--- src/rtl/vga_if.sv ---
// VGA raster bundle: pixel position, syncs, blanking and tick pulses.
// The timing generator drives it; GUI components and the mixer consume it.
interface vga_if;
  logic       pix_en;
  logic [9:0] col;
  logic [9:0] row;
  logic       video_on;
  logic       hsync;
  logic       vsync;
  logic       line_tick;
  logic       frame_tick;

  modport master (
    output pix_en, col, row, video_on,
    output hsync, vsync, line_tick, frame_tick
  );

  modport slave (
    input pix_en, col, row, video_on,
    input hsync, vsync, line_tick, frame_tick
  );
endinterface

--- src/rtl/vga_timing_gen.sv ---
// 640x480@60 raster timing from the system clock via a pixel enable.
// Syncs, blanking and ticks are registered from the counters' next values.
module vga_timing_gen #(
  parameter int H_VISIBLE   = 640,
  parameter int H_FRONT     = 16,
  parameter int H_SYNC      = 96,
  parameter int H_BACK      = 48,
  parameter int V_VISIBLE   = 480,
  parameter int V_FRONT     = 10,
  parameter int V_SYNC      = 2,
  parameter int V_BACK      = 33,
  parameter int CLK_DIV     = 2,
  parameter bit SYNC_ACTIVE = 1'b0
) (
  input logic  clk,
  input logic  reset,
  vga_if.master vga
);

  localparam int H_TOTAL = H_VISIBLE + H_FRONT + H_SYNC + H_BACK;
  localparam int V_TOTAL = V_VISIBLE + V_FRONT + V_SYNC + V_BACK;
  localparam int DW      = (CLK_DIV > 1) ? $clog2(CLK_DIV) : 1;
  localparam int HS_LO   = H_VISIBLE + H_FRONT;
  localparam int HS_HI   = HS_LO + H_SYNC;
  localparam int VS_LO   = V_VISIBLE + V_FRONT;
  localparam int VS_HI   = VS_LO + V_SYNC;

  generate
    if (H_TOTAL > 1024 || V_TOTAL > 1024) begin : g_bad_total
      $error("vga_timing_gen: H_TOTAL/V_TOTAL exceed 1024");
    end
    if (CLK_DIV < 1) begin : g_bad_div
      $error("vga_timing_gen: CLK_DIV must be >= 1");
    end
  endgenerate

  logic [DW-1:0] div;
  logic [9:0]    h, v;
  logic [9:0]    h_nxt, v_nxt;
  logic          div_last;
  logic          hs_on, vs_on, vis_nxt;

  assign div_last   = (div == DW'(CLK_DIV - 1));
  assign vga.pix_en = div_last && !reset;
  assign vga.col    = h;
  assign vga.row    = v;

  always_comb begin
    h_nxt = h + 10'd1;
    v_nxt = v;
    if (h == 10'(H_TOTAL - 1)) begin
      h_nxt = '0;
      if (v == 10'(V_TOTAL - 1)) v_nxt = '0;
      else                       v_nxt = v + 10'd1;
    end
  end

  // 11-bit compares so a sync window ending at 1024 still decodes
  assign hs_on = ({1'b0, h_nxt} >= 11'(HS_LO)) &&
                 ({1'b0, h_nxt} <  11'(HS_HI));
  assign vs_on = ({1'b0, v_nxt} >= 11'(VS_LO)) &&
                 ({1'b0, v_nxt} <  11'(VS_HI));
  assign vis_nxt = ({1'b0, h_nxt} < 11'(H_VISIBLE)) &&
                   ({1'b0, v_nxt} < 11'(V_VISIBLE));

  always_ff @(posedge clk) begin
    if (reset) begin
      div            <= '0;
      h              <= '0;
      v              <= '0;
      vga.video_on   <= 1'b0;
      vga.hsync      <= ~SYNC_ACTIVE;
      vga.vsync      <= ~SYNC_ACTIVE;
      vga.line_tick  <= 1'b0;
      vga.frame_tick <= 1'b0;
    end else begin
      div <= div_last ? '0 : div + DW'(1);
      vga.line_tick  <= 1'b0;
      vga.frame_tick <= 1'b0;
      if (div_last) begin
        h              <= h_nxt;
        v              <= v_nxt;
        vga.video_on   <= vis_nxt;
        vga.hsync      <= hs_on ? SYNC_ACTIVE : ~SYNC_ACTIVE;
        vga.vsync      <= vs_on ? SYNC_ACTIVE : ~SYNC_ACTIVE;
        vga.line_tick  <= (h_nxt == '0);
        vga.frame_tick <= (h_nxt == '0) &&
                          (v_nxt == 10'(V_VISIBLE));
      end
    end
  end

endmodule
--- src/flat_wrapper.sv ---
// flat-port wrapper written by rule: the top's interface ports become plain ports
module vga_timing_gen_flat 
#(
  parameter int H_VISIBLE   = 640,
  parameter int H_FRONT     = 16,
  parameter int H_SYNC      = 96,
  parameter int H_BACK      = 48,
  parameter int V_VISIBLE   = 480,
  parameter int V_FRONT     = 10,
  parameter int V_SYNC      = 2,
  parameter int V_BACK      = 33,
  parameter int CLK_DIV     = 2,
  parameter bit SYNC_ACTIVE = 1'b0
)
  (clk, reset, vga_pix_en, vga_col, vga_row, vga_video_on, vga_hsync, vga_vsync, vga_line_tick, vga_frame_tick);
  vga_if vga_i ();
  input logic clk;
  input logic reset;
  output wire logic [$bits(vga_i.pix_en)-1:0] vga_pix_en;
  output wire logic [$bits(vga_i.col)-1:0] vga_col;
  output wire logic [$bits(vga_i.row)-1:0] vga_row;
  output wire logic [$bits(vga_i.video_on)-1:0] vga_video_on;
  output wire logic [$bits(vga_i.hsync)-1:0] vga_hsync;
  output wire logic [$bits(vga_i.vsync)-1:0] vga_vsync;
  output wire logic [$bits(vga_i.line_tick)-1:0] vga_line_tick;
  output wire logic [$bits(vga_i.frame_tick)-1:0] vga_frame_tick;
  assign vga_pix_en = vga_i.pix_en;
  assign vga_col = vga_i.col;
  assign vga_row = vga_i.row;
  assign vga_video_on = vga_i.video_on;
  assign vga_hsync = vga_i.hsync;
  assign vga_vsync = vga_i.vsync;
  assign vga_line_tick = vga_i.line_tick;
  assign vga_frame_tick = vga_i.frame_tick;
  vga_timing_gen #(.H_VISIBLE(H_VISIBLE), .H_FRONT(H_FRONT), .H_SYNC(H_SYNC), .H_BACK(H_BACK), .V_VISIBLE(V_VISIBLE), .V_FRONT(V_FRONT), .V_SYNC(V_SYNC), .V_BACK(V_BACK), .CLK_DIV(CLK_DIV), .SYNC_ACTIVE(SYNC_ACTIVE)) u_core (.clk(clk), .reset(reset), .vga(vga_i));
endmodule
--- config.mk ---
export PLATFORM = sky130hd
export DESIGN_NAME = vga_timing_gen_flat
export DESIGN_NICKNAME = d
export VERILOG_FILES = /design/src/rtl/vga_if.sv /design/src/rtl/vga_timing_gen.sv /design/src/flat_wrapper.sv
export SDC_FILE = /design/constraint.sdc
export NUM_CORES = 1
export LEC_CHECK = 0
export BUFFER_PORTS_ARGS = -buffer_cell sky130_fd_sc_hd__buf_2
export CORE_UTILIZATION = 60
export DETAILED_ROUTE_END_ITERATION = 10
export PLACE_DENSITY_LB_ADDON = 0.15
export SETUP_SLACK_MARGIN = 0.5
export SYNTH_ARGS = -nofsm -noshare
export SYNTH_HDL_FRONTEND = slang
export SYNTH_SLANG_ARGS = --single-unit
--- constraint.sdc ---
create_clock -name clk -period 4.5 [get_ports clk]
set_input_delay 0.9 -clock clk [delete_from_list [all_inputs] [get_ports clk]]
set_output_delay 0.9 -clock clk [all_outputs]
set_load 0.005 [all_outputs]
==> results.sh <==
export IMPL_post_layout_min_period_ns=2.627
export IMPL_cts_root_buffer="sky130_fd_sc_hd__clkbuf_4"
export IMPL_port_buffers=27
export IMPL_hold_path_class="flip-flop to flip-flop"
export IMPL_synthFlopType="sky130_fd_sc_hd__dfxtp_1"
export IMPL_placement_rows=18
export IMPL_tritoncts_num_sinks=26
export IMPL_detail_route_wl_per_cell_um=15.40
export IMPL_timing_hold_worst_endpoint="u_core.vga.video_on"
export IMPL_grt_setup_unrepaired="no"
export IMPL_final_hold_violation_count=0
export IMPL_drive_above_1_share=0.1964
export IMPL_max_cap_violations=0
export IMPL_die_area_mm2=0.003007
export IMPL_gp_congestion=0.8923
export IMPL_initial_core_util=0.6525
export IMPL_final_std_cells_w_o_fill=254
export IMPL_height_of_the_die_um=54.84
export IMPL_ioPinCount=28
export IMPL_combinational_family_with_the_most_area_after_synthesis="simple AND/OR/NAND/NOR gates"
export IMPL_clk_pin_slew_ns=0.14
export IMPL_fin_setup_tns_ns=0
export IMPL_layout_cells_most_common_list="sky130_fd_sc_hd__nor2_1, sky130_fd_sc_hd__buf_2, sky130_fd_sc_hd__dfxtp_1, sky130_fd_sc_hd__nand2_1"
export IMPL_power_leakage_nw=0.6813
export IMPL_cpMaxStageDelayCell="sky130_fd_sc_hd__buf_2"
export IMPL_run_status="finished clean"
export IMPL_path_class="input port to output port"
export IMPL_core_area_mm2=0.002567
export IMPL_dr_iter_0_viols=48
export IMPL_holdBufCountCts=0
export IMPL_fraction_of_the_core_area_covered_by_cells_at_the_end_of_the_flow=0.7076
export IMPL_post_cts_buffers=0
export IMPL_timing_reg2reg_setup_slack_ns=1.93
export IMPL_pre_cts_setup_slack_ns=1.890
export IMPL_totalWireLength_mm=3.912
export IMPL_synthesis_area_mm2=0.001675
export IMPL_worst_r2r_endpoint="u_core.vga.row[7]"
export IMPL_synth_largest_area_cell="sky130_fd_sc_hd__dfxtp_1"
export IMPL_grt_usage=0.2889
export IMPL_antenna_cells=0
export IMPL_final_setup_viol_count=0
export IMPL_timing_max_transition_violations_final=0
export IMPL_cts_resized=0
export IMPL_power_total_uw=416.6
export IMPL_yosys_area_share_simple=0.3600
export IMPL_final_min_period_over_clock_period=0.5837
export IMPL_relSlewSlack=0.4853
export IMPL_ys_warnings_count=0
export IMPL_grt_antenna_before_repair=0
export IMPL_min_path_cells=2
export IMPL_synthCells=210
export IMPL_final_antenna_net_count=0
export IMPL_critPathArrivalTime_ns=1.73
export IMPL_grt_pass1_vias=1419
export IMPL_route_detailed_drc=0
export IMPL_nets=230
export IMPL_dpl_cell_area_mm2=0.001764
export IMPL_cts_buffer_depth=2
export IMPL_vdd_ir_drop_worst_mv=0.1895
export IMPL_least_margin_pin_slew_ns=0.7709
export IMPL_net_count_of_the_mapped_netlist=215
export IMPL_fmaxAchievable_mhz=380.7
export IMPL_fin_worst_hold_slack_ns=0.5387
export IMPL_vias=1589
export IMPL_ctsHtreeMaxLevel=1
export IMPL_filler_cell_count=215
export IMPL_async_reset_ff_frac=0
export IMPL_cts_buffers=3
export IMPL_place_hpwl_mm=2.746
export IMPL_grt_max_degree=24
export IMPL_yosys_area_share_adder=0.02240
export IMPL_global_route_overflow_total=0
export IMPL_hold_path_startpoint="u_core.vga.video_on"
export IMPL_multi_input_area_mm2=0.001060
export IMPL_yosys_top_cells_area="sky130_fd_sc_hd__dfxtp_1, sky130_fd_sc_hd__nor2_1, sky130_fd_sc_hd__nand2_1, sky130_fd_sc_hd__mux2i_1, sky130_fd_sc_hd__xnor2_1"
export IMPL_crit_required_ns=3.60
export IMPL_yosys_cell_types_count=48
export IMPL_placedCellCount=250
export IMPL_slowest_delay_ns=0.36
export IMPL_ff2ff_path_depth=6
export IMPL_sequential_cell_area_um2=520.5
export IMPL_p_r_area_growth_vs_syn_pct=8.439
export IMPL_critical_path_max_fanout=23
export IMPL_global_route_wire_length_before_repair_mm=6.299
export IMPL_critical_path_endpoint_type="output port"
export IMPL_clk_insertion_delay_late_ns=0.33
export IMPL_worst_clock_skew_ns=0.01633
export IMPL_mapped_avg_cell_area_um2=7.978
export IMPL_xor_xnor_share_of_the_synthesized_area=0.06796
export IMPL_cp_cell_sequence="buf_2, nand2b_1, inv_1, buf_2"
export IMPL_most_frequent_cell_on_critical_path="sky130_fd_sc_hd__buf_2"
export IMPL_final_cell_area_mm2=0.001817
export IMPL_detail_route_first_pass_iterations=4
export IMPL_die_width_um=54.84
export IMPL_vias_per_cell=6.256
export IMPL_synth_seq_cells=26
export IMPL_yosys_mux_area_fraction=0.04854
export IMPL_tritoncts="done"
export IMPL_power_density_mw_per_mm2=229.3
export IMPL_synth_enable_flop_cells=0
export IMPL_r2r_start="u_core.vga.col[0]"
export IMPL_synth_top_area_share=0.3107
export IMPL_setup_worst_path_start_class="input port"
export IMPL_synth_seq_area_share=0.3107
export IMPL_setup_slack_ns=1.873
export IMPL_synth_compound_area_frac=0.1337
metal layers:
layer,wire (um),up-vias,part of all wire,track usage
met5,0,-,0,0
met4,43,0,0.011,0.09402
met3,227,6,0.058,0.02778
met2,1799,66,0.46,0.4378
met1,1842,739,0.47,0.4210
li1,-,778,-,-
Yosys cell counts, drive strengths merged (5+ instances only):
cell type,number
xor2,5
mux2i,7
nor3,10
nand2,20
nor4,5
a31oi,5
nor2,27
nand4,7
o21ai,10
a21oi,10
nand3,7
clkbuf,6
xnor2,8
dfxtp,26
buf,11
cells by family (layout without fill, tap and decap cells):
kind of cell | count (synthesis) | count (layout)
flops | 26 | 26
buf+inv | 20 | 34
mux | 8 | 8
simple gates | 104 | 104
compound gates | 36 | 36
fa+ha+maj | 3 | 3
xor+xnor | 13 | 13
how the worst max path moves through the flow:
stage                     slack (ns)                     to               from
after detailed placement        1.89             vga_pix_en              reset
after floorplan                 2.42  u_core.vga.frame_tick  u_core.vga.col[3]
final                           1.87             vga_pix_en              reset
after global routing            1.70      u_core.vga.row[5]  u_core.vga.col[0]
after global placement          1.91             vga_pix_en              reset
after CTS                       1.89             vga_pix_en              reset
cell type report:
class | instances | area share
clock buffers | 3 | 0.01240
clock inverters | 1 | 0.01653
inverters | 3 | 0.006198
multi-input cells | 164 | 0.5833
flip-flops and latches | 26 | 0.2865
well taps | 30 | 0.02066
repair buffers | 27 | 0.07438
registers in the layout (all words and copies together) (netlist names):
| signal | flops |
|---|---|
| u_core.vga.frame_tick | 1 |
| u_core.vga.video_on | 1 |
| u_core.vga.col | 10 |
| u_core.div | 1 |
| u_core.vga.hsync | 1 |
| u_core.vga.row | 10 |
| u_core.vga.vsync | 1 |
| u_core.vga.line_tick | 1 |
critical path, delay by kind of cell:
| kind | cells | cell delay (ns) |
|---|---|---|
| buf+inv | 3 | 0.57 |
| simple gates | 1 | 0.26 |
power by group:
group | switching (mW) | total [mW] | internal [mW]
Sequential | 0.00665 | 0.240 | 0.233
Combinational | 0.00765 | 0.0133 | 0.00562
Clock | 0.0734 | 0.163 | 0.0901
Total | 0.0877 | 0.417 | 0.329
Note: power is estimated with default switching activity, not from simulation.
